===== config.mk =====
export PLATFORM = sky130hd
export DESIGN_NAME = iter_alu
export DESIGN_NICKNAME = d
export VERILOG_FILES = /design/src/rtl/alu_pkg.sv /design/src/rtl/mul_shift_add.sv /design/src/rtl/iter_alu.sv
export SDC_FILE = /design/constraint.sdc
export NUM_CORES = 1
export LEC_CHECK = 0
export ABC_CLOCK_PERIOD_IN_PS = 2900
export CAP_MARGIN = 20
export CORE_AREA = 5 5 85 87
export DETAILED_ROUTE_END_ITERATION = 8
export DIE_AREA = 0 0 90 92
export PLACE_DENSITY = 0.78
export SYNTH_ARGS = -nofsm -noshare
export SYNTH_HDL_FRONTEND = slang
export SYNTH_SLANG_ARGS = --single-unit
export TNS_END_PERCENT = 100

===== constraint.sdc =====
create_clock -name clk -period 2.9 [get_ports clk]
set_input_delay 0.29 -clock clk [delete_from_list [all_inputs] [get_ports clk]]
set_output_delay 0.29 -clock clk [all_outputs]
set_load 0.05 [all_outputs]

===== src/rtl/alu_pkg.sv =====
// Shared opcode, FSM state and NZCV bit-position definitions for the iterative ALU.
package alu_pkg;

    typedef enum logic [2:0] {
        OP_ADD  = 3'b000,
        OP_SUB  = 3'b001,
        OP_AND  = 3'b010,
        OP_ORR  = 3'b011,
        OP_EOR  = 3'b100,
        OP_MUL  = 3'b101,
        OP_RSV6 = 3'b110,
        OP_RSV7 = 3'b111
    } op_t;

    typedef enum logic [1:0] {
        IDLE = 2'd0,
        RUN  = 2'd1,
        DONE = 2'd2
    } state_t;

    localparam int FLAG_N = 3;
    localparam int FLAG_Z = 2;
    localparam int FLAG_C = 1;
    localparam int FLAG_V = 0;

endpackage


===== src/rtl/mul_shift_add.sv =====
// Shift-add multiplier core: one multiplier bit per cycle, WIDTH cycles after load.
// product is the accumulator value after the current iteration; no backpressure, free-runs after load.
module mul_shift_add #(
    parameter int WIDTH = 8
) (
    input  logic             clk,
    input  logic             reset,
    input  logic             load,
    input  logic [WIDTH-1:0] a,
    input  logic [WIDTH-1:0] b,
    output logic [WIDTH-1:0] product,
    output logic             last
);
    localparam int CW = $clog2(WIDTH);

    logic [WIDTH-1:0] acc;
    logic [WIDTH-1:0] a_sh;
    logic [WIDTH-1:0] b_sh;
    logic [CW-1:0]    cnt;

    // Exposing the post-iteration sum lets the owner capture the final product on the last edge.
    assign product = acc + (b_sh[0] ? a_sh : '0);
    assign last    = (cnt == CW'(WIDTH - 1));

    always_ff @(posedge clk or posedge reset) begin
        if (reset) begin
            acc  <= '0;
            a_sh <= '0;
            b_sh <= '0;
            cnt  <= '0;
        end else if (load) begin
            acc  <= '0;
            a_sh <= a;
            b_sh <= b;
            cnt  <= '0;
        end else begin
            acc  <= product;
            a_sh <= a_sh << 1;
            b_sh <= b_sh >> 1;
            cnt  <= cnt + 1'b1;
        end
    end

endmodule


===== src/rtl/iter_alu.sv =====
// Multi-cycle ALU feeding the NZCV flag register: 1-cycle logic/arith ops, WIDTH+1-cycle MUL.
// start is accepted whenever busy=0 (including the done cycle); requests while busy are dropped.
module iter_alu
    import alu_pkg::*;
#(
    parameter int WIDTH = 8
) (
    input  logic             clk,
    input  logic             reset,
    input  logic             start,
    input  logic [2:0]       op,
    input  logic [WIDTH-1:0] a,
    input  logic [WIDTH-1:0] b,
    input  logic             set_flags,
    input  logic [3:0]       flags_in,
    output logic             busy,
    output logic             done,
    output logic [WIDTH-1:0] result,
    output logic [3:0]       flags_out,
    output logic             flag_we
);
    state_t           state;
    logic             set_flags_q;
    logic             accept;
    logic             mul_load;
    logic             mul_last;
    logic [WIDTH-1:0] mul_product;
    logic [WIDTH:0]   sum;
    logic [WIDTH:0]   diff;
    logic [WIDTH-1:0] alu_r;
    logic             alu_c;
    logic             alu_v;
    logic             alu_valid;
    logic [3:0]       alu_flags;
    logic [3:0]       mul_flags;

    assign accept   = start && (state != RUN);
    assign mul_load = accept && (op == OP_MUL);

    mul_shift_add #(.WIDTH(WIDTH)) u_mul (
        .clk     (clk),
        .reset   (reset),
        .load    (mul_load),
        .a       (a),
        .b       (b),
        .product (mul_product),
        .last    (mul_last)
    );

    always_comb begin
        sum       = {1'b0, a} + {1'b0, b};
        diff      = {1'b0, a} - {1'b0, b};
        alu_r     = '0;
        alu_c     = flags_in[FLAG_C];
        alu_v     = flags_in[FLAG_V];
        alu_valid = 1'b1;
        case (op_t'(op))
            OP_ADD: begin
                alu_r = sum[WIDTH-1:0];
                alu_c = sum[WIDTH];
                alu_v = (a[WIDTH-1] == b[WIDTH-1]) && (alu_r[WIDTH-1] != a[WIDTH-1]);
            end
            OP_SUB: begin
                alu_r = diff[WIDTH-1:0];
                alu_c = ~diff[WIDTH];
                alu_v = (a[WIDTH-1] != b[WIDTH-1]) && (alu_r[WIDTH-1] != a[WIDTH-1]);
            end
            OP_AND:  alu_r = a & b;
            OP_ORR:  alu_r = a | b;
            OP_EOR:  alu_r = a ^ b;
            default: alu_valid = 1'b0;
        endcase

        // Reserved ops pass the current flags through untouched.
        alu_flags = flags_in;
        if (alu_valid) begin
            alu_flags[FLAG_N] = alu_r[WIDTH-1];
            alu_flags[FLAG_Z] = ~|alu_r;
            alu_flags[FLAG_C] = alu_c;
            alu_flags[FLAG_V] = alu_v;
        end

        mul_flags         = flags_in;
        mul_flags[FLAG_N] = mul_product[WIDTH-1];
        mul_flags[FLAG_Z] = ~|mul_product;
    end

    always_ff @(posedge clk or posedge reset) begin
        if (reset) begin
            state       <= IDLE;
            set_flags_q <= 1'b0;
            busy        <= 1'b0;
            done        <= 1'b0;
            flag_we     <= 1'b0;
            result      <= '0;
            flags_out   <= '0;
        end else begin
            done    <= 1'b0;
            flag_we <= 1'b0;
            case (state)
                IDLE, DONE: begin
                    if (start) begin
                        set_flags_q <= set_flags;
                        if (op == OP_MUL) begin
                            state <= RUN;
                            busy  <= 1'b1;
                        end else begin
                            state     <= DONE;
                            done      <= 1'b1;
                            flag_we   <= set_flags && alu_valid;
                            result    <= alu_r;
                            flags_out <= alu_flags;
                        end
                    end else begin
                        state <= IDLE;
                    end
                end
                RUN: begin
                    if (mul_last) begin
                        state     <= DONE;
                        busy      <= 1'b0;
                        done      <= 1'b1;
                        flag_we   <= set_flags_q;
                        result    <= mul_product;
                        flags_out <= mul_flags;
                    end
                end
                default: begin
                    state <= IDLE;
                    busy  <= 1'b0;
                end
            endcase
        end
    end

endmodule


-- Yosys cells after proc, flatten, opt, wreduce, memory -nomap -nowiden
Cells that the tools add are included.
W data, S select, Z words.
- output and inout bits: 15
- latch bits: 0
- bits in registers: 45
- bits in read-only memories: 0
- memories kept: 0
- memory bits (writable): 0
- bitwise logic cells: 4
- shift operators: 0
- equality and inequality tests: 17
- multiply operators: 0
- $lt $le $gt $ge: 0
- $add $sub $neg: 4
- muxes and demuxes: 34
- div/mod/pow operators: 0
- reductions and logical operators: 17
- operators by type and width (cell ; number):
    $mux W8 ; 7
    $pmux W8 S5 ; 1
    $mux W4 ; 4
    $pmux W8 S2 ; 1
    $reduce_or A8 Y1 ; 2
    $mux W1 ; 10
    $pmux W1 S2 ; 5
    $add A8 B8 Y9 ; 1
    $eq A3 B3 Y1 const B ; 3
    $sub A8 B8 Y9 ; 1
    $add A8 B8 Y8 ; 1
    $and A8 B8 Y8 ; 1
    $ne A2 B2 Y1 const B ; 4
    $or A8 B8 Y8 ; 1
    $pmux W4 S2 ; 1
    $xor A8 B8 Y8 ; 1
    $eq A3 B2 Y1 const B ; 2
    $mux W2 ; 3
    $logic_and A1 B1 Y1 ; 5
    $reduce_or A5 Y1 ; 1
    $pmux W2 S2 ; 1
    $reduce_and A4 Y1 ; 1
    $add A3 B1 Y3 const B ; 1
    $eq A3 B1 Y1 const B ; 1
    other kinds (14) ; 17

-- Longest topological paths before layout
- word-level depth: 8
- depth in mapped cells: 10
- gate-level depth less buffers: 10

-- Hierarchy
From an unflattened synthesis, not the netlist that was laid out.
- cell total of the unflattened synthesis: 373
- area total of the unflattened synthesis: 3409.5 um2
- modules (own cells, without submodules) (module ; instances ; area each (um2) ; cells each):
    iter_alu ; 1 ; 2075.7 ; 267
    mul_shift_add ; 1 ; 1333.8 ; 106

-- Least setup slack after synthesis
Ideal clock, no wire load.
- kind: register to register
- start: register u_mul.b_sh[0]
- end: register result[6]
- required time: 2.782 ns
- arrival time: 2.182 ns
- stages on the path, launching flop included: 11
- library setup time: 0.118 ns
- setup slack: 0.600 ns
- cells stage by stage: dfrtp_1 > and2_1 > ha_1 > fa_1 > a21o_1 > a21oi_1 > o21bai_1 > a21oi_1 > xor2_1 > a211oi_1 > a21o_1
- cells in the longest elaborated chain, start to end: 4
- ends and longest elaborated chain (what ; line ; source):
    from (decl) ; mul_shift_add.sv:18 ; logic [WIDTH-1:0] b_sh;
    from (signal assigned) ; mul_shift_add.sv:39 ; b_sh <= b_sh >> 1;
    $mux W8 ; mul_shift_add.sv:22 ; assign product = acc + (b_sh[0] ? a_sh : '0);
    $add A8 B8 Y8 ; mul_shift_add.sv:22 ;
    $mux W8 ; iter_alu.sv:119 ; if (mul_last) begin
    $pmux W8 S2 ; iter_alu.sv:100 ; case (state)
    to (signal assigned) ; iter_alu.sv:111 ; result <= alu_r;
    to (signal assigned) ; iter_alu.sv:124 ; result <= mul_product;
    to (decl) ; iter_alu.sv:18 ; output logic [WIDTH-1:0] result,
Every way passes these cells. The select of a mux whose other input is x is not followed.
A chain may end at the register's enable or synchronous reset.

-- Worst setup path after layout
Ends and elaborated chain as after synthesis.

==> flow_metrics.env <==
export IMPL_hold_path_startpoint="u_mul.cnt[0]"
export IMPL_synth_cells=373
export IMPL_antenna_found_initial=0
export IMPL_core_area_um2=6280
export IMPL_grt_setup_unrepaired="no"
export IMPL_arrival_ns=2.72
export IMPL_syn_num_nets=436
export IMPL_synth_compound_area_frac=0.217
export IMPL_die_y_um=92
export IMPL_avgSynthCellArea_um2=9.17
export IMPL_crit_chain="and2_1, ha_1, fa_1, a21o_1, a21oi_1, o21bai_1, a21oi_1, xor2_1, a211oi_1, a21o_1"
export IMPL_via_per_inst=5.77
export IMPL_grt_max_degree=46
export IMPL_ys_async_sr_fraction=1.00
export IMPL_synth_fa_ha_area_frac=0.138
export IMPL_design_area_um2=4100
export IMPL_max_cap_violations=0
export IMPL_min_path_cells=1
export IMPL_clock_latency_ns=0.32
export IMPL_syn_cell_area_um2=3420
export IMPL_synthXorXnorAreaFrac=0.0282
export IMPL_std_cell_rows=29
export IMPL_grt_overflow_total=0
export IMPL_r2r_setup_slack_ns=0.40
export IMPL_ant_nets=0
export IMPL_postCtsSetupBuffers=0
export IMPL_ys_seq_elements=45
export IMPL_max_freq_mhz=399
export IMPL_drive_above_1_share=0.166
export IMPL_synth_edff_count=0
export IMPL_cp_start_kind="flop"
export IMPL_rr_endpoint="result[6]"
export IMPL_cts_max_path_buffers=2
export IMPL_path_buf_inv=0
export IMPL_cts_sink_count=45
export IMPL_grt_pass1_wl_um=14500
export IMPL_path_clk_slew_ns=0.10
export IMPL_gp_congestion=0.920
export IMPL_start_util=0.545
export IMPL_power_density_nw_per_um2=542
export IMPL_post_route_min_period_ns=2.50
export IMPL_fin_crit_sh=0.864
export IMPL_tightest_slew_ns=0.955
export IMPL_synth_mux_area_frac=0.0651
export IMPL_hpwl_um=6810
export IMPL_ir_worst_vdd_mv=0.529
export IMPL_die_width_um=90
export IMPL_status="finished, final reports clean"
export IMPL_cts_buffers=5
export IMPL_routed_wl_um=8680
export IMPL_slew_headroom=0.362
export IMPL_synth_top_family_by_area="compound AO/OA/AOI/OAI gates"
export IMPL_io_pins=42
export IMPL_slew_viol_final=0
export IMPL_io_buffer_count=41
export IMPL_htreeDepth=2
export IMPL_cts_tree="done"
export IMPL_cp_required_ns=3.11
export IMPL_crit_fanout=8
export IMPL_grt_pass1_vias=2925
export IMPL_diodes=0
export IMPL_utilization=0.653
export IMPL_crit_type="flop to flop"
export IMPL_place_area_um2=4010
export IMPL_synth_distinct_cells=60
export IMPL_vias=2918
export IMPL_setup_violations=0
export IMPL_drtIter0Drc=242
export IMPL_finalClockSkew_ns=0.0129
export IMPL_ys_flop_type="dfrtp_1"
export IMPL_ctsHoldBuffers=0
export IMPL_post_drt_wl_per_cell_um=17.1
export IMPL_final_common_cell="dfrtp_1"
export IMPL_endpoint_kind="flop"
export IMPL_fin_nets=491
export IMPL_hold_viol=0
export IMPL_post_cts_resized=0
export IMPL_critPathTopFamily="compound AO/OA/AOI/OAI gates"
export IMPL_worst_path_max_delay_cell="dfrtp_1"
export IMPL_ys_seq_area_frac=0.329
export IMPL_power_leakage_nw=1.92
export IMPL_dieArea_um2=8280
export IMPL_min_to="u_mul.cnt[0]"
export IMPL_synth_simple_gate_area_frac=0.156
export IMPL_drt_pass1_iterations=4
export IMPL_final_cell_mix="dfrtp_1, clkdlybuf4s50_1, ha_1, inv_1"
export IMPL_yosys_warnings=0
export IMPL_fillCellCount=552
export IMPL_fin_setup_tns_ns=0
export IMPL_post_route_drc_count=0
export IMPL_grt_use_total=0.216
export IMPL_crit_reg2reg_launch="u_mul.b_sh[0]"
export IMPL_area_delta_synth_final_pct=19.8
export IMPL_clockRootBuffer="clkbuf_8"
export IMPL_ff2ff_path_depth=10
export IMPL_hold_class="flop to flop"
export IMPL_critPathMaxStageDelay_ns=0.44
[routing by layer]
layer / part of all wire / track usage / vias to the layer above
li1: - / - / 1424
met1: 0.44 / 0.293 / 1395
met2: 0.48 / 0.352 / 87
met3: 0.057 / 0.0336 / 12
met4: 0.018 / 0.0794 / 0
met5: 0 / 0 / -
[flip-flops by register name (all words and copies together), names as in the netlist]
name and cells:
result 8, u_mul.a_sh 8, u_mul.acc 8, u_mul.b_sh 8, flags_out 4, u_mul.cnt 3
state 2, busy 1, done 1, flag_we 1, set_flags_q 1
[synthesized netlist by cell type (all sizes together), types with 3 or more instances]
master,number,share of area
fa,3,0.018
a22oi,7,0.017
ha,33,0.12
o221ai,3,0.0077
a211oi,3,0.0066
mux2,18,0.059
xnor2,6,0.015
dfrtp,45,0.33
o22ai,4,0.0073
and3,3,0.0055
a21o,7,0.015
o21ai,22,0.032
a31oi,9,0.016
nand4,3,0.0055
o21bai,3,0.0066
nand3,5,0.0073
o21a,3,0.0066
xor2,5,0.013
nor2b,9,0.019
clkbuf,7,0.0077
inv,30,0.033
a21oi,29,0.045
and2,7,0.013
nor3,13,0.025
nand2,22,0.024
a311oi,3,0.0077
buf,12,0.026
nor2,29,0.033
nand2b,3,0.0055
[report_power, final]
| part | internal [mW] | leakage [nW] | switching, mW |
|---|---|---|---|
| clock | 0.171 | 0.0445 | 0.243 |
| sequential | 0.758 | 0.574 | 0.0651 |
| combinational | 0.397 | 1.30 | 0.589 |
| total | 1.33 | 1.92 | 0.897 |
[cell families (layout without fill, tap and decap cells)]
logic type               Yosys count  count (layout)
AND/OR/NAND/NOR                  103             103
flip-flops                        45              45
adder cells (fa/ha/maj)           36              36
XOR/XNOR                          11              11
multiplexers                      20              20
AO/OA/AOI/OAI                    109             109
buffers and inverters             49             105
[through the flow]
stage | worst slack, ns | total power, mW | cells | hold slack, ns
global placement | 0.104 | 1.79 | 498 | 0.422
finish | 0.396 | 2.22 | 506 | 0.444
detailed placement | 0.0596 | 1.82 | 498 | 0.440
global route | 0.168 | 2.37 | 506 | 0.465
CTS | 0.394 | 2.23 | 506 | 0.453
floorplan | 0.600 | 1.49 | 373 | 0.410
[worst max-delay path by stage]
stage,from,end,slack [ns],cells past startpoint
after CTS,a[0],flags_out[1],0.39,11
after global routing,a[0],flags_out[1],0.17,11
final,u_mul.b_sh[0],result[6],0.40,10
after detailed placement,a[0],flags_out[1],0.06,11
after floorplan,u_mul.b_sh[0],result[6],0.60,10
after global placement,a[0],flags_out[1],0.10,11
[area by class of cell]
cell class,instances,area [um2],share of cell area
clock buffers,5,68.8,0.0168
clock inverters,3,21.3,0.00519
inverters,30,113,0.0275
multi-input cells,279,2070,0.505
flip-flops and latches,45,1130,0.275
well taps,77,96.3,0.0235
repair buffers,67,606,0.148
Note: power is estimated with default switching activity, not from simulation.
